<file path="config.mk">
export PLATFORM = sky130hd
export DESIGN_NAME = lcd_dice_formatter
export DESIGN_NICKNAME = d
export VERILOG_FILES = /design/src/rtl/lcd_dice_formatter.sv
export SDC_FILE = /design/constraint.sdc
export NUM_CORES = 1
export LEC_CHECK = 0
export CORE_MARGIN = 2
export CORE_UTILIZATION = 49
export DETAILED_ROUTE_END_ITERATION = 6
export GPL_ROUTABILITY_DRIVEN = 0
export MAX_ROUTING_LAYER = met4
export PLACE_DENSITY_LB_ADDON = 0.12
export SYNTH_ARGS = -nofsm -noshare
export SYNTH_HDL_FRONTEND = slang
export SYNTH_SLANG_ARGS = --single-unit
</file>
<file path="constraint.sdc">
create_clock -name CLOCK_50 -period 4.2 [get_ports CLOCK_50]
set_input_delay 0.84 -clock CLOCK_50 [delete_from_list [all_inputs] [get_ports CLOCK_50]]
set_output_delay 0.84 -clock CLOCK_50 [all_outputs]
set_load 0.05 [all_outputs]
</file>
<file path="src/rtl/lcd_dice_formatter.sv">
// lcd_dice_formatter: latches two die values and streams a fixed 16x2 text frame
// ("D1:x  D2:y" / "SUM:zz") as HD44780 command/data bytes to an LCD controller.
// Ports: CLOCK_50/RESET_N clock and async active-low reset; die1/die2 die values;
//   update refresh request; cmd_valid/cmd_ready/cmd_rs/cmd_data byte handshake;
//   busy while a frame streams; done one-cycle pulse after the last byte.
module lcd_dice_formatter (
  input  logic       CLOCK_50,
  input  logic       RESET_N,
  input  logic [2:0] die1,
  input  logic [2:0] die2,
  input  logic       update,
  output logic       cmd_valid,
  input  logic       cmd_ready,
  output logic       cmd_rs,
  output logic [7:0] cmd_data,
  output logic       busy,
  output logic       done
);

  typedef enum logic {IDLE, SEND} state_t;

  localparam logic [5:0] LAST_IDX = 6'd33;

  state_t     state, state_next;
  logic [5:0] idx;
  logic       pending;
  logic [2:0] d1_q, d2_q;
  logic       rs_q;
  logic [7:0] data_q;
  logic       done_q;
  logic       start, xfer, last;
  logic [8:0] next_item;

  // 0 and 7 are not die faces; show them as '-'.
  function automatic logic [7:0] die_char(input logic [2:0] d);
    if (d == 3'd0 || d == 3'd7) return 8'h2D;
    return 8'h30 + {5'd0, d};
  endfunction

  // Returns {rs, byte} for frame position i using the latched dice.
  function automatic logic [8:0] frame_item(input logic [5:0] i,
                                            input logic [2:0] a,
                                            input logic [2:0] b);
    logic [3:0] sum;
    logic       ok;
    logic [7:0] tc, oc;
    sum = {1'b0, a} + {1'b0, b};
    ok  = (a != 3'd0) && (a != 3'd7) && (b != 3'd0) && (b != 3'd7);
    if (!ok) begin
      tc = 8'h2D;
      oc = 8'h2D;
    end else if (sum >= 4'd10) begin
      tc = 8'h31;
      oc = 8'h30 + {4'd0, sum - 4'd10};
    end else begin
      tc = 8'h20;
      oc = 8'h30 + {4'd0, sum};
    end
    case (i)
      6'd0:    return {1'b0, 8'h80};
      6'd1:    return {1'b1, 8'h44};  // 'D'
      6'd2:    return {1'b1, 8'h31};  // '1'
      6'd3:    return {1'b1, 8'h3A};  // ':'
      6'd4:    return {1'b1, die_char(a)};
      6'd7:    return {1'b1, 8'h44};  // 'D'
      6'd8:    return {1'b1, 8'h32};  // '2'
      6'd9:    return {1'b1, 8'h3A};  // ':'
      6'd10:   return {1'b1, die_char(b)};
      6'd17:   return {1'b0, 8'hC0};
      6'd18:   return {1'b1, 8'h53};  // 'S'
      6'd19:   return {1'b1, 8'h55};  // 'U'
      6'd20:   return {1'b1, 8'h4D};  // 'M'
      6'd21:   return {1'b1, 8'h3A};  // ':'
      6'd22:   return {1'b1, tc};
      6'd23:   return {1'b1, oc};
      default: return {1'b1, 8'h20};  // padding spaces
    endcase
  endfunction

  always_ff @(posedge CLOCK_50 or negedge RESET_N) begin
    if (!RESET_N) state <= IDLE;
    else          state <= state_next;
  end

  always_comb begin
    state_next = state;
    start      = 1'b0;
    xfer       = 1'b0;
    last       = 1'b0;
    case (state)
      IDLE: begin
        if (pending) begin
          start      = 1'b1;
          state_next = SEND;
        end
      end
      SEND: begin
        xfer = cmd_ready;
        if (cmd_ready && idx == LAST_IDX) begin
          last       = 1'b1;
          state_next = IDLE;
        end
      end
      default: state_next = IDLE;
    endcase
  end

  assign next_item = frame_item(idx + 6'd1, d1_q, d2_q);

  // The offered byte is registered so it stays put through stalls and holds its
  // last value while idle.
  always_ff @(posedge CLOCK_50 or negedge RESET_N) begin
    if (!RESET_N) begin
      idx     <= 6'd0;
      pending <= 1'b1;
      d1_q    <= 3'd0;
      d2_q    <= 3'd0;
      rs_q    <= 1'b0;
      data_q  <= 8'h00;
      done_q  <= 1'b0;
    end else begin
      // An update in the same cycle as a frame start re-arms the follow-up frame.
      pending <= update | (pending & ~start);
      done_q  <= last;
      if (start) begin
        d1_q   <= die1;
        d2_q   <= die2;
        idx    <= 6'd0;
        rs_q   <= 1'b0;
        data_q <= 8'h80;
      end else if (last) begin
        idx <= 6'd0;
      end else if (xfer) begin
        idx    <= idx + 6'd1;
        rs_q   <= next_item[8];
        data_q <= next_item[7:0];
      end
    end
  end

  assign cmd_valid = (state == SEND);
  assign busy      = (state == SEND);
  assign cmd_rs    = rs_q;
  assign cmd_data  = data_q;
  assign done      = done_q;

endmodule

</file>
# --- Word level (Yosys, flattened, before mapping) ---
# Index checks and enable logic that the tools add are counted.
totals:
  regBits: 24
  latchBits: 0
  ramBits: 0
  mem_bits_ro: 0
  in_bits: 10
  out_inout_bits: 12
  wordCells: 86
  memories: 0
classes:
  addsub: 7
  n_mul: 0
  n_div: 0
  n_lt_le_gt_ge: 1
  eq_ne: 21
  shifts: 0
  n_mux: 29
  bitwise_logic: 4
  reduce_logical: 16
ops:
  columns: ["op", "n"]
  rows:
  - ["one-hot mux 9 bit (13 select lines)", 1]
  - ["2-to-1 mux 8 bit", 7]
  - ["== test 6 x 5 -> 1 bit (second input constant)", 7]
  - ["== test 6 x 4 -> 1 bit (second input constant)", 3]
  - ["2-to-1 mux 6 bit", 3]
  - ["adder 6 x 3 -> 7 bit (first input constant)", 2]
  - ["adder 6 x 4 -> 7 bit (first input constant)", 2]
  - ["2-to-1 mux 7 bit", 2]
  - ["2-to-1 mux 1 bit", 13]
  - ["== test 6 x 2 -> 1 bit (second input constant)", 2]
  - ["== test 6 x 3 -> 1 bit (second input constant)", 2]
  - ["2-to-1 mux 5 bit", 2]
  - ["nonzero test 3 bit", 3]
  - ["adder 6 x 1 -> 6 bit (second input constant)", 1]
  - ["== test 3 bit (second input constant)", 2]
  - ["== test 6 x 1 -> 1 bit (second input constant)", 1]
  - ["== test 6 bit (second input constant)", 1]
  - ["logical NOT 3 bit", 2]
  - ["logical NOT 6 bit", 1]
  - ["inequality test 3 bit (second input constant)", 2]
  - ["adder 3 x 3 -> 4 bit", 1]
  - ["greater-or-equal comparator 4 bit (second input constant)", 1]
  - ["logical AND 1 bit", 4]
  - ["subtractor 4 bit (second input constant)", 1]
  - ["other kinds (10)", 12]

# --- Logic depth before layout (Yosys ltp) ---
# Gate-level depths: netlist of the first run.
depth:
  word_depth: 9
  mapped_depth: 11

# --- Worst setup path before layout of the first run ---
# Ideal clock, no wire load.
synth_path:
  path_kind: "register to register"
  startpoint: "register d1_q[0]"
  endpoint: "register data_q[2] (netlist: cmd_data[2])"
  arrival_ns: 2.369
  t_required_ns: 4.118
  setup_slack_ns: 1.749
  path_stages_with_launch: 12
  n_path_buf: 0
  path_cell_list: "dfrtp_1 -> ha_1 -> inv_1 -> fa_1 -> xor2_1 -> ha_1 -> a21bo_2 -> a311oi_1 -> a32oi_1 -> nor2_1 -> nor4bb_1 -> a31oi_1"
synth_via:
  elab_chain_cells: 9
  word_cells_on_any_way: 24
  classes_between: "add/sub: 5; order compare: 1; eq/ne: 2; mux: 10; reduce/logical: 6"
synth_rtl:
  columns: ["item", "line", "rtl"]
  rows:
  - ["start, declared", "27", "logic [2:0] d1_q, d2_q;"]
  - ["start signal, assigned", "126", "d1_q <= die1;"]
  - ["adder 3 x 3 -> 4 bit (tied with other cells)", "47", "sum = {1'b0, a} + {1'b0, b};"]
  - ["subtractor 4 bit (tied with other cells)", "54", "oc = 8'h30 + {4'd0, sum - 4'd10};"]
  - ["adder 6 x 4 -> 7 bit (tied with other cells)", "54", null]
  - ["2-to-1 mux 7 bit (tied with other cells)", "52", "end else if (sum >= 4'd10) begin"]
  - ["2-to-1 mux 7 bit (tied with other cells)", "49", "if (!ok) begin"]
  - ["one-hot mux 9 bit (13 select lines) *", "59", "case (i)"]
  - ["2-to-1 mux 8 bit *", "133", "end else if (xfer) begin"]
  - ["2-to-1 mux 8 bit *", "131", "end else if (last) begin"]
  - ["2-to-1 mux 8 bit *", "125", "if (start) begin"]
  - ["end signal, assigned", "136", "data_q <= next_item[7:0];"]
  - ["end, declared", "29", "logic [7:0] data_q;"]
# Every way passes the cells marked *; elsewhere a longest branch is shown, timed or not. The select of a mux whose other input is x is not followed.
# A chain may end at the register's enable or synchronous reset.

# --- Worst setup path after layout of the first run ---
layout_path:
  startpoint: "register d2_q[0]"
  endpoint: "register data_q[2] (netlist: cmd_data[2])"
layout_via:
  elab_chain_cells: 9
  word_cells_on_any_way: 23
  classes_between: "add/sub: 5; order compare: 1; eq/ne: 2; mux: 10; reduce/logical: 5"
layout_rtl:
  columns: ["item", "line", "rtl"]
  rows:
  - ["start, declared", "27", null]
  - ["start signal, assigned", "127", "d2_q <= die2;"]
  - ["adder 3 x 3 -> 4 bit (tied with other cells)", "47", null]
  - ["subtractor 4 bit / logical OR 1 bit (equally long branches)", "54, 36", null]
  - ["adder 6 x 4 -> 7 bit / 2-to-1 mux 1 bit (equally long branches)", "54, 36", null]
  - ["2-to-1 mux 7 bit / 2-to-1 mux 1 bit (equally long branches)", "52, 59", null]
  - ["2-to-1 mux 7 bit / 2-to-1 mux 8 bit (equally long branches)", "49, 37", null]
  - ["one-hot mux 9 bit (13 select lines) *", "59", null]
  - ["2-to-1 mux 8 bit *", "133", null]
  - ["2-to-1 mux 8 bit *", "131", null]
  - ["2-to-1 mux 8 bit *", "125", null]
# Marks and branches as above.

==> impl_metrics.env, run 1 <==
export IMPL_antenna_found_initial=0
export IMPL_root_buffer="clkbuf_8"
export IMPL_crit_path_frequent_cell="ha_1"
export IMPL_postCtsSetupBuffers=0
export IMPL_grt_pass1_vias=1635
export IMPL_dp_hpwl_um=3620
export IMPL_grt_util_met3=0.0367
export IMPL_synthArstFlopShare=1.00
export IMPL_dp_cells=298
export IMPL_yosysUniqueCellTypes=66
export IMPL_required_ns=4.40
export IMPL_max_freq_ghz=0.359
export IMPL_path_class="reg -> reg"
export IMPL_synth_area_um2=1980
export IMPL_vias_per_cell=6.12
export IMPL_period_needed_ns=2.79
export IMPL_violations="DRC"
export IMPL_use_met1=0.320
export IMPL_worstHoldStart="pending"
export IMPL_diodes=0
export IMPL_cp_arrival_ns=2.99
export IMPL_track_usage=0.242
export IMPL_gr_total_overflow=0
export IMPL_slew_violations=0
export IMPL_leakagePower_uw=0.000933
export IMPL_tightest_slew_ns=0.717
export IMPL_r2r_cells=11
export IMPL_setup_viol=0
export IMPL_grt_pass1_wl_um=8190
export IMPL_wl_per_cell_um=16.2
export IMPL_core_um2=3940
export IMPL_synth_seq_cells=24
export IMPL_synth_most_common_cell="a21oi_1"
export IMPL_fin_util=0.573
export IMPL_syn_inst=240
export IMPL_gr_max_usage_layer="met2"
export IMPL_io_pins=22
export IMPL_cts_repair_resize_count=0
export IMPL_yosysTopAreaCellShare=0.290
export IMPL_worst_setup_path_end_kind="flop"
export IMPL_layout_setup_ws_ns=1.41
export IMPL_die_h_um=67.6
export IMPL_clock_latency_ns=0.27
export IMPL_ant_nets=0
export IMPL_syn_nets=260
export IMPL_min_period_over_period=0.663
export IMPL_clkTransAtPathRegs_ns=0.10
export IMPL_r2r_slack_ns=1.41
export IMPL_synthFlopType="dfrtp_1"
export IMPL_drive_above_1_share=0.0913
export IMPL_cts_sinks=24
export IMPL_area_growth_pct=14.1
export IMPL_drc_errors=1
export IMPL_cp_start_kind="flop"
export IMPL_power_frac_seq=0.324
export IMPL_p_total_uw=1070
export IMPL_irDropWorstVdd_v=0.000209
export IMPL_p_switching_uw=472
export IMPL_crit_slowest_cell="dfrtp_1"
export IMPL_finClkSkew_ns=0.00438
export IMPL_outcome="complete, but fails checks"
export IMPL_synth_edf_count=0
export IMPL_min_to="busy"
export IMPL_finalSetupTns_ns=0
export IMPL_swShare=0.441
export IMPL_fin_nets=273
export IMPL_r2r_end="cmd_data[2]"
export IMPL_rows=23
export IMPL_routed_wirelength_um=4890
export IMPL_clockPowerShare=0.198
export IMPL_port_buffers=21
export IMPL_cts_path_max_buffers=2
export IMPL_yosysTopAreaCell="dfrtp_1"
export IMPL_met2_usage=0.397
export IMPL_relSlewSlack=0.521
export IMPL_rsz0062_at_grt="no"
export IMPL_grt_max_degree=25
export IMPL_hold_path_depth=2
export IMPL_cp_max_fo=6
export IMPL_p_int_uw=599
export IMPL_synth_warning_count=0
export IMPL_first_iter_violations=218
export IMPL_combPwrFrac=0.479
export IMPL_cts_buffers=3
export IMPL_syn_area_per_cell_um2=8.26
export IMPL_vias=1848
export IMPL_hold_viol_final=0
export IMPL_dieWidth_um=67.6
export IMPL_fillers=356
export IMPL_tritoncts="done"
export IMPL_hp_class="reg -> reg"
export IMPL_reg2reg_from="d2_q[0]"
export IMPL_die_area_um2=4570
export IMPL_start_util=0.503
export IMPL_critPathMaxStageDelay_ns=0.45
export IMPL_ys_seq_area_frac=0.304
export IMPL_hold_buffers=0
export IMPL_cap_viol_max_count=0
export IMPL_cp_cell_sequence="ha_1 > inv_1 > fa_1 > xor2_1 > ha_1 > a21bo_2 > a311oi_1 > a32oi_1 > nor2_1 > nor4bb_1 > a31oi_1"
export IMPL_pre_cts_slack_ns=1.48
export IMPL_cellPowerDensity_nw_per_um2=473
export IMPL_htreeDepth=1
export IMPL_drtPass1Iterations=7
export IMPL_yosys_top_cells_count="a21oi_1, dfrtp_1, nand2_1"
export IMPL_synth_area_top_cells="dfrtp_1, a21oi_1, ha_1"
export IMPL_stdcell_count=302
==> per-stage QoR <==
step | hold slack, ns | instance area, um^2
2_1_floorplan | 0.510 | 1980
3_3_place_gp | 0.510 | 2190
3_5_place_dp | 0.517 | 2190
4_1_cts | 0.535 | 2260
5_1_grt | 0.564 | 2260
6_report | 0.535 | 2260
==> how the worst max path moves through the flow <==
stage | from | cells past startpoint | slack, ns | end
floorplan | d1_q[0] | 11 | 1.75 | cmd_data[2]
global placement | d2_q[0] | 11 | 1.46 | cmd_data[2]
detailed placement | d1_q[0] | 11 | 1.48 | cmd_data[2]
CTS | d1_q[0] | 11 | 1.44 | cmd_data[2]
global route | d1_q[0] | 11 | 1.19 | cmd_data[2]
finish | d2_q[0] | 11 | 1.41 | cmd_data[2]
==> cell type report <==
| cell class | instances | area [um^2] | share of cell area |
|---|---|---|---|
| clock buffer | 3 | 41.3 | 0.0183 |
| tap | 50 | 62.6 | 0.0277 |
| inverter | 9 | 33.8 | 0.0149 |
| clock inverter | 1 | 30.0 | 0.0133 |
| multi-input combinational | 192 | 1270 | 0.560 |
| timing repair buffer | 23 | 225 | 0.0996 |
| sequential | 24 | 602 | 0.266 |
==> flip-flops by register name, summed over array words and instances (netlist names) <==
register / flops
cmd_data: 8
idx: 6
busy: 1
d1_q: 3
cmd_rs: 1
d2_q: 3
done: 1
pending: 1
==> layout by cell type (no fill, tap or decap), types with 3 or more instances in the layout <==
cell type	netlist	layout
and2_1	3	3
a21o_1	5	5
a21boi_0	5	5
clkdlybuf4s50_1	0	21
a21oi_1	24	24
nand2b_1	8	8
dfrtp_1	23	23
nand4_1	3	3
o21ba_2	3	3
clkbuf_8	0	3
nor3_1	6	6
o21ai_0	21	21
a31oi_1	5	5
nor2_1	12	12
nand2_1	23	23
nand3_1	5	5
ha_1	9	9
inv_1	9	9
==> worst max-delay path: cells and delay by family, from the launching register on <==
| kind | cells | cell delay [ns] |
|---|---|---|
| AOI/OAI and AO/OA | 4 | 0.76 |
| xor gates and xnor gates | 1 | 0.31 |
| adders and majority gates | 3 | 0.95 |
| buffers and inverters | 1 | 0.06 |
| DFF | 1 | 0.45 |
| and+or+nand+nor | 2 | 0.18 |
==> power by group through the flow <==
stage                     Clock (uW)  Sequential (uW)  Combinational, uW
after global routing             224              355                559
after detailed placement           0              349                510
after CTS                        209              345                512
final                            211              346                513
after global placement             0              351                509
after floorplan                    0              431                281
==> routing by layer <==
layer,routed length [um],part of all wire
met1,2210,0.45
met2,2440,0.50
met3,188,0.038
met4,55,0.011
met5,0,0
==> kinds of logic after synthesis <==
family                   Yosys count  synth area share
AO/OA/AOI/OAI                     94             0.319
AND/OR/NAND/NOR                   84             0.235
buffers and inverters             24            0.0574
flip-flops                        24             0.304
adder cells (fa/ha/maj)           10            0.0669
XOR/XNOR                           3            0.0133
multiplexers                       1           0.00505
No activity file was read; power rests on OpenSTA's default activity.
==> run 2, diff against run 1 <==
==> constraint.sdc (replaced) <==
create_clock -name CLOCK_50 -period 2.3 [get_ports CLOCK_50]
set_input_delay 0.46 -clock CLOCK_50 [delete_from_list [all_inputs] [get_ports CLOCK_50]]
set_output_delay 0.46 -clock CLOCK_50 [all_outputs]
set_load 0.05 [all_outputs]
==> run 2 against run 1 <==
The run ends with setup timing left. Wire length up 3.8%. Maximum frequency up 18%. Sequential power up 73%. Sequential cell count unchanged. Sequential share of layout area down 1.9 points. Critical path type unchanged. Critical path depth unchanged. Final cell count up 7.9%. Total power up 78%. Combinational power up 97%.
==> impl_metrics.env, run 2 (synthesis gave the netlist of run 1 again) <==
export IMPL_clock_latency_ns=0.27
export IMPL_vias=1897
export IMPL_path_class="reg -> reg"
export IMPL_drtPass1Iterations=4
export IMPL_dp_hpwl_um=3810
export IMPL_irDropWorstVdd_v=0.000478
export IMPL_ant_nets=0
export IMPL_rsz0062_at_grt="yes"
export IMPL_slew_violations=0
export IMPL_required_ns=2.44
export IMPL_whs_ns=0.529
export IMPL_violations="setup timing"
export IMPL_finClkSkew_ns=0.00745
export IMPL_vias_per_cell=5.82
export IMPL_drc_errors=0
export IMPL_cellPowerDensity_nw_per_um2=780
export IMPL_tritoncts="done"
export IMPL_hold_viol_final=0
export IMPL_setup_viol=1
export IMPL_stdcell_count=326
export IMPL_cp_cell_sequence="ha_2 > inv_2 > fa_2 > xor2_2 > ha_1 > a21bo_2 > a311oi_1 > a32oi_1 > nor2_1 > nor4bb_1 > a31oi_1"
export IMPL_cts_path_max_buffers=2
export IMPL_grt_max_degree=25
export IMPL_cp_arrival_ns=2.50
export IMPL_drive_above_1_share=0.192
export IMPL_dieWidth_um=67.6
export IMPL_dp_cells=321
export IMPL_diodes=0
export IMPL_worst_setup_path_end_kind="flop"
export IMPL_antenna_found_initial=0
export IMPL_finalSetupTns_ns=-0.0611
export IMPL_grt_pass1_vias=1861
export IMPL_fin_nets=297
export IMPL_rows=23
export IMPL_core_um2=3940
export IMPL_cp_max_fo=3
export IMPL_root_buffer="clkbuf_8"
export IMPL_cts_buffers=3
export IMPL_wl_per_cell_um=15.6
export IMPL_relSlewSlack=0.660
export IMPL_crit_slowest_cell="dfrtp_1"
export IMPL_max_freq_ghz=0.424
export IMPL_critPathMaxStageDelay_ns=0.37
export IMPL_htreeDepth=1
export IMPL_fillers=349
export IMPL_layout_commonest_cell="buf_4"
export IMPL_routed_wirelength_um=5080
export IMPL_die_area_um2=4570
export IMPL_largest_reg_flops=8
export IMPL_area_growth_pct=23.3
export IMPL_tightest_slew_ns=0.510
export IMPL_clkTransAtPathRegs_ns=0.09
export IMPL_leakagePower_uw=0.00104
export IMPL_start_util=0.503
export IMPL_min_period_over_period=1.03
export IMPL_io_pins=22
export IMPL_cap_viol_max_count=0
export IMPL_gr_total_overflow=0
export IMPL_layout_common_cells="buf_4, a21oi_1, nand2_1, dfrtp_1, clkdlybuf4s50_1"
export IMPL_die_h_um=67.6
export IMPL_track_usage=0.247
export IMPL_period_needed_ns=2.36
export IMPL_layout_setup_ws_ns=-0.0611
export IMPL_cp_start_kind="flop"
export IMPL_cts_sinks=24
export IMPL_port_buffers=21
export IMPL_grt_pass1_wl_um=8420
export IMPL_outcome="complete, but fails checks"
export IMPL_hp_class="reg -> reg"
export IMPL_first_iter_violations=173
[run 2: per-layer routing]
layer | vias up | global-route usage | share of wire
met5 | - | - | 0
met4 | 0 | 0.0638 | 0.012
met3 | 6 | 0.0400 | 0.041
met2 | 62 | 0.426 | 0.52
met1 | 876 | 0.300 | 0.43
li1 | 953 | - | -
[run 2: timing repair]
item / 4_1_cts / 5_1_grt
hold buffers: 0 / 0
gates resized for setup: 1 / 3
endpoints found under the setup margin: 2 / 6
pin swaps: 2 / 1
buffers inserted: 1 / 0
[run 2: stage by stage]
step | utilization | total power [uW] | setup WS, ns | area, um^2
6_report | 0.620 | 1910 | -0.0611 | 2440
5_1_grt | 0.620 | 2030 | -0.220 | 2440
4_1_cts | 0.618 | 1900 | -0.0784 | 2440
3_5_place_dp | 0.602 | 1600 | -0.111 | 2370
3_3_place_gp | 0.602 | 1600 | -0.0581 | 2370
2_1_floorplan | - | 1300 | -0.0598 | 1990
[run 2: worst max-delay path: cells and delay by family, from the launching register on]
| kind | cells | cell delay [ns] |
|---|---|---|
| flip-flops | 1 | 0.37 |
| adder cells (fa/ha/maj) | 3 | 0.86 |
| AO/OA/AOI/OAI | 4 | 0.46 |
| buffers and inverters | 1 | 0.04 |
| XOR/XNOR | 1 | 0.16 |
| AND/OR/NAND/NOR | 2 | 0.33 |
[run 2: path summary, 6_finish.rpt]
| path | start | to | slack (ns) | cells after the start |
|---|---|---|---|---|
| max | d2_q[0] | cmd_data[2] | -0.06 | 11 |
| min | cmd_data[7] | cmd_data[7] | 0.53 | 2 |
| max reg2reg | d2_q[0] | cmd_data[2] | -0.06 | 11 |
| min reg2reg | cmd_data[7] | cmd_data[7] | 0.53 | 2 |
| max in group asynchronous | RESET_N | pending | 1.46 | 2 |
| min in group asynchronous | RESET_N | idx[4] | 0.55 | 2 |
[run 2: layout make-up]
type | count | area (um^2) | share of cell area
multi-input cells | 192 | 1280 | 0.525
flip-flops and latches | 24 | 603 | 0.247
repair buffers | 47 | 405 | 0.166
well taps | 50 | 62.6 | 0.0256
clock buffers | 4 | 55.1 | 0.0225
inverters | 9 | 33.8 | 0.0138
[run 2: power breakdown]
part | internal (uW) | total, uW | switching [uW]
registers | 504 | 597 | 92.6
clock network | 153 | 294 | 141
logic | 395 | 1010 | 620
total | 1050 | 1910 | 854
==> RTL edit 1, RTL diff (settings of run 2) <==
Make the reset (`RESET_N`) synchronous in 2 clocked blocks. Comments in the files are not updated.
--- a/src/rtl/lcd_dice_formatter.sv
+++ b/src/rtl/lcd_dice_formatter.sv
@@ -77,7 +77,7 @@
     endcase
   endfunction
 
-  always_ff @(posedge CLOCK_50 or negedge RESET_N) begin
+  always_ff @(posedge CLOCK_50) begin
     if (!RESET_N) state <= IDLE;
     else          state <= state_next;
   end
@@ -109,7 +109,7 @@
 
   // The offered byte is registered so it stays put through stalls and holds its
   // last value while idle.
-  always_ff @(posedge CLOCK_50 or negedge RESET_N) begin
+  always_ff @(posedge CLOCK_50) begin
     if (!RESET_N) begin
       idx     <= 6'd0;
       pending <= 1'b1;
Function: differs if RESET_N is asserted again (counterexample within 4 cycles, from zero or initial values and one cycle with RESET_N low); with RESET_N held inactive, the same outputs for 10 cycles.
==> RTL edit 1 against run 2 <==
  * Synthesized area up 2.8%
  * Largest cell class unchanged
  * Sequential cell count stayed put
  * Setup slack better by 0.11 ns
  * Critical path depth decreased by 2
  * Routed wire length rose by 3.3%
  * Cell area grew 8.4%
Power is not compared: it rests on default switching activity, and its combinational part moved more than twofold at a synthesized area within 25%.
==> RTL edit 1: results (changes against run 2) <==
<table>
<tr><th>Metric</th><th>Value</th></tr>
<tr><th colspan="2">Status</th></tr>
<tr><td>Status</td><td>completed</td></tr>
<tr><th colspan="2">Layout</th></tr>
<tr><td>Share of cells above drive strength 1</td><td>27.4% (+8.2 points)</td></tr>
<tr><td>Layout fillers</td><td>342 (-2.0%)</td></tr>
<tr><td>Layout buffer count excluding clock buffers</td><td>64 (+36%)</td></tr>
<tr><td>Utilization after layout</td><td>66.2% (+4.3 points)</td></tr>
<tr><th colspan="2">Detailed routing</th></tr>
<tr><td>Routed wire length per instance</td><td>15.0 um (-3.5%)</td></tr>
<tr><td>Total length of routed met3 wires</td><td>308 um (+48%)</td></tr>
<tr><td>Post-Route M1 WL</td><td>2540 um (+16%)</td></tr>
<tr><td>Detailed Route WL</td><td>5240 um (+3.3%)</td></tr>
<tr><td>Number of vias after detailed routing</td><td>1995 (+5.2%)</td></tr>
<tr><th colspan="2">Global routing</th></tr>
<tr><td>Met1 track demand over resource</td><td>34.7% (+4.7 points)</td></tr>
<tr><td>Total routing resource utilization after global routing</td><td>24.1% (-0.68 points)</td></tr>
<tr><th colspan="2">Synthesis</th></tr>
<tr><td>Post-Syn Nets</td><td>267 (+2.7%)</td></tr>
<tr><td>Ranking of synthesized cells by area</td><td>sky130_fd_sc_hd__dfxtp_1 (24%), sky130_fd_sc_hd__ha_1 (4.9%), sky130_fd_sc_hd__nand2_1 (4.8%)</td></tr>
<tr><td>Average size of a mapped cell</td><td>8.22 um2 (-0.48%)</td></tr>
<tr><td>Synth unique cells</td><td>65 (-1.5%)</td></tr>
<tr><th colspan="2">Placement</th></tr>
<tr><td>Place WS</td><td>-0.0838 ns (+0.0275 ns)</td></tr>
<tr><td>Area after DPL</td><td>2500 um2 (+5.1%)</td></tr>
<tr><th colspan="2">Critical path</th></tr>
<tr><td>Number of cells on the worst reg-to-reg path</td><td>9 (-2)</td></tr>
<tr><td>Capturing element of the worst setup path</td><td>cmd_data[4]$_SDFFE_PP0P_</td></tr>
<tr><td>Setup crit start</td><td>idx[1]$_SDFFE_PP0P_</td></tr>
<tr><th colspan="2">STA</th></tr>
<tr><td>Setup skew after layout</td><td>0.00208 ns (-0.00537 ns)</td></tr>
<tr><td>Worst-margin pin slew</td><td>0.564 ns (+0.0543 ns)</td></tr>
<tr><th colspan="2">Worst hold path</th></tr>
<tr><td>Startpoint of the tightest hold check path</td><td>cmd_data[4]$_SDFFE_PP0P_</td></tr>
<tr><td>Hold-critical path endpoint</td><td>cmd_data[4]$_SDFFE_PP0P_</td></tr>
</table>
RTL edit 1: worst max-delay path: stages, from the launching register on:
cell and delay, ns:
sky130_fd_sc_hd__dfxtp_2 0.38, sky130_fd_sc_hd__ha_4 0.18, sky130_fd_sc_hd__buf_6 0.12, sky130_fd_sc_hd__mux2i_1 0.21, sky130_fd_sc_hd__o22ai_1 0.10, sky130_fd_sc_hd__a311oi_1 0.26
sky130_fd_sc_hd__nor3_2 0.11, sky130_fd_sc_hd__a2111oi_4 0.38, sky130_fd_sc_hd__a31oi_4 0.19, sky130_fd_sc_hd__a22o_1 0.22
RTL edit 1: power breakdown:
part	leakage, nW	total [mW]	switching, mW	internal (mW)
logic	0.839	0.201	0.116	0.0852
registers	0.198	0.445	0.0153	0.430
clock network	0.0357	0.372	0.139	0.233
RTL edit 1: what timing repair did:
item | 4_1_cts | 5_1_grt
setup buffers | 0 | 1
gates resized for setup | 3 | 16
endpoints found under the setup margin | 6 | 8
pin swaps | 2 | 6
cloned | 0 | 1
==> RTL edit 2, RTL diff (settings of run 2) <==
Without the edit above. One comparison of `idx` changes from == to >=.
--- a/src/rtl/lcd_dice_formatter.sv
+++ b/src/rtl/lcd_dice_formatter.sv
@@ -96,7 +96,7 @@
       end
       SEND: begin
         xfer = cmd_ready;
-        if (cmd_ready && idx == LAST_IDX) begin
+        if (cmd_ready && idx >= LAST_IDX) begin
           last       = 1'b1;
           state_next = IDLE;
         end
Formal check against the unedited RTL: same outputs for any inputs over 10 cycles, from zero or initial values and one cycle with RESET_N low; that may be too few to reach the edited logic, so the function may still have changed.
==> RTL edit 2 against run 2 <==
  * The flow still finishes with violations (setup timing)
  * Setup slack worse by 0.087 ns
  * Synthesized area is 2.5% lower
  * Cell area is 9.5% higher
  * Clock skew is 0.0037 ns lower
  * Count of clock-buffer cells in the layout stayed put
  * Sequential cell count stayed put
  * Global-route usage is 0.36 points lower
  * Routed wire length is 1.2% lower
  * Highest routed layer unchanged
Power is not compared: it rests on default switching activity, and its combinational part moved more than twofold at a synthesized area within 25%.
==> RTL edit 2: results (changes against run 2) <==
<table>
<tr><th>Metric</th><th>Value</th></tr>
<tr><th colspan="2">Status</th></tr>
<tr><td>Status</td><td>complete, but fails checks</td></tr>
<tr><td>Violations in the final reports</td><td>setup timing</td></tr>
<tr><th colspan="2">Layout</th></tr>
<tr><td>Layout fillers</td><td>305 (-13%)</td></tr>
<tr><td>Multi-input combinational area share</td><td>50.9% (-1.7 points)</td></tr>
<tr><td>Final-layout non-clock buffer area share</td><td>20.6% (+4.0 points)</td></tr>
<tr><td>Share of cells above drive strength 1</td><td>28.7% (+9.5 points)</td></tr>
<tr><td>Sequential cell count of the final layout</td><td>24 (unchanged)</td></tr>
<tr><th colspan="2">Floorplan</th></tr>
<tr><td>Horizontal die dimension</td><td>66.8 um (-1.2%)</td></tr>
<tr><th colspan="2">Synthesis</th></tr>
<tr><td>Ranking of synthesized cells by area</td><td>sky130_fd_sc_hd__dfrtp_1 (30%), sky130_fd_sc_hd__ha_1 (6.5%), sky130_fd_sc_hd__nand2_1 (5.2%)</td></tr>
<tr><td>Synth unique cells</td><td>59 (-11%)</td></tr>
<tr><td>Post-Synth XOR/XNOR Area</td><td>2.27% (+0.94 points)</td></tr>
<tr><td>Most instantiated cells after synthesis</td><td>sky130_fd_sc_hd__nand2_1 (27), sky130_fd_sc_hd__dfrtp_1 (23), sky130_fd_sc_hd__o21ai_0 (15)</td></tr>
<tr><td>Area fraction in compound gates after synthesis</td><td>26.9% (-4.9 points)</td></tr>
<tr><td>Fraction of synthesized area in multiplexers</td><td>4.40% (+3.9 points)</td></tr>
<tr><td>Register area share after synthesis</td><td>31.2% (+0.79 points)</td></tr>
<tr><td>Adder-cell share of the synthesized area</td><td>7.51% (+0.82 points)</td></tr>
<tr><th colspan="2">Critical path</th></tr>
<tr><td>Arrival time at the worst endpoint</td><td>2.64 ns (+0.14 ns)</td></tr>
<tr><th colspan="2">Placement</th></tr>
<tr><td>Sum of net half-perimeters after detailed placement</td><td>3710 um (-2.6%)</td></tr>
<tr><th colspan="2">Detailed routing</th></tr>
<tr><td>Vias/cell</td><td>5.86 (+0.66%)</td></tr>
<tr><td>Routed wire length per instance</td><td>14.9 um (-4.4%)</td></tr>
<tr><th colspan="2">STA</th></tr>
<tr><td>Setup TNS Final</td><td>-0.148 ns (-0.0867 ns)</td></tr>
<tr><td>Number of setup violations in the final report</td><td>1 (unchanged)</td></tr>
<tr><td>Worst slew slack as a fraction of its limit</td><td>66.0% (about the same)</td></tr>
<tr><td>Post-layout worst setup margin</td><td>-0.148 ns (-0.0867 ns)</td></tr>
<tr><td>Setup skew after layout</td><td>0.00373 ns (-0.00372 ns)</td></tr>
<tr><th colspan="2">Global routing</th></tr>
<tr><td>Wire length of the first global-routing pass</td><td>8290 um (-1.6%)</td></tr>
</table>
-- RTL edit 2: cell types whose count changed after synthesis, moves of 4 or more --
cell                       delta
sky130_fd_sc_hd__a21oi_1     -14
sky130_fd_sc_hd__o21ai_0      -6
sky130_fd_sc_hd__nand2b_1     -5
sky130_fd_sc_hd__o21ai_1      +5
sky130_fd_sc_hd__a21boi_0     -4
sky130_fd_sc_hd__a22o_1       +4
sky130_fd_sc_hd__a31oi_1      -4
sky130_fd_sc_hd__and3_1       +4
sky130_fd_sc_hd__clkbuf_1     -4
sky130_fd_sc_hd__mux2_2       +4
sky130_fd_sc_hd__nand2_1      +4
-- RTL edit 2: what timing repair did --
| item | in CTS | in global routing |
|---|---|---|
| resized for setup | 6 | 22 |
| gates cloned | 0 | 2 |
| pin swaps | 6 | 13 |
| buffers inserted | 1 | 2 |
| setup endpoints to repair | 6 | 12 |
-- RTL edit 2: final timing paths --
path / from / to / slack, ns / cells after the start
min reg2reg: cmd_data[6]$_DFFE_PN0P_ / cmd_data[6]$_DFFE_PN0P_ / 0.48 / 1
max in group asynchronous: RESET_N / pending$_DFF_PN1_ / 1.48 / 2
max: d2_q[0]$_DFFE_PN0P_ / cmd_data[2]$_DFFE_PN0P_ / -0.15 / 11
max reg2reg: d2_q[0]$_DFFE_PN0P_ / cmd_data[2]$_DFFE_PN0P_ / -0.15 / 11
min in group asynchronous: RESET_N / cmd_data[5]$_DFFE_PN0P_ / 0.54 / 2
min: cmd_data[6]$_DFFE_PN0P_ / cmd_data[6]$_DFFE_PN0P_ / 0.48 / 1
-- RTL edit 2: per-stage QoR --
step	std cells	power [mW]
2_1_floorplan	228	2.40
3_3_place_gp	328	3.28
3_5_place_dp	328	3.30
4_1_cts	333	3.65
5_1_grt	337	4.11
6_report	337	3.81
-- RTL edit 2: where the power goes --
part | leakage [nW] | internal (mW) | switching [mW]
clock | 0.0288 | 0.153 | 0.138
sequential | 0.297 | 0.559 | 0.106
combinational | 0.867 | 1.34 | 1.51
total | 1.19 | 2.05 | 1.76
-- RTL edit 2: metal layers --
metal	GRT usage (%)	share of wire [%]	vias to the layer above
li1	-	-	960
met1	32.9	46	923
met2	38.6	46	81
met3	3.55	6.6	10
met4	6.12	1.5	0
met5	-	0	-
-- RTL edit 2: worst register-to-register path, delay by kind of cell, from the launching register on --
family                     cells  cell delay [ns]
DFF                            1             0.36
adders and majority gates      3             0.86
buffers and inverters          1             0.04
xor gates and xnor gates       1             0.16
AOI/OAI and AO/OA              5             0.77
and+or+nand+nor                1             0.17
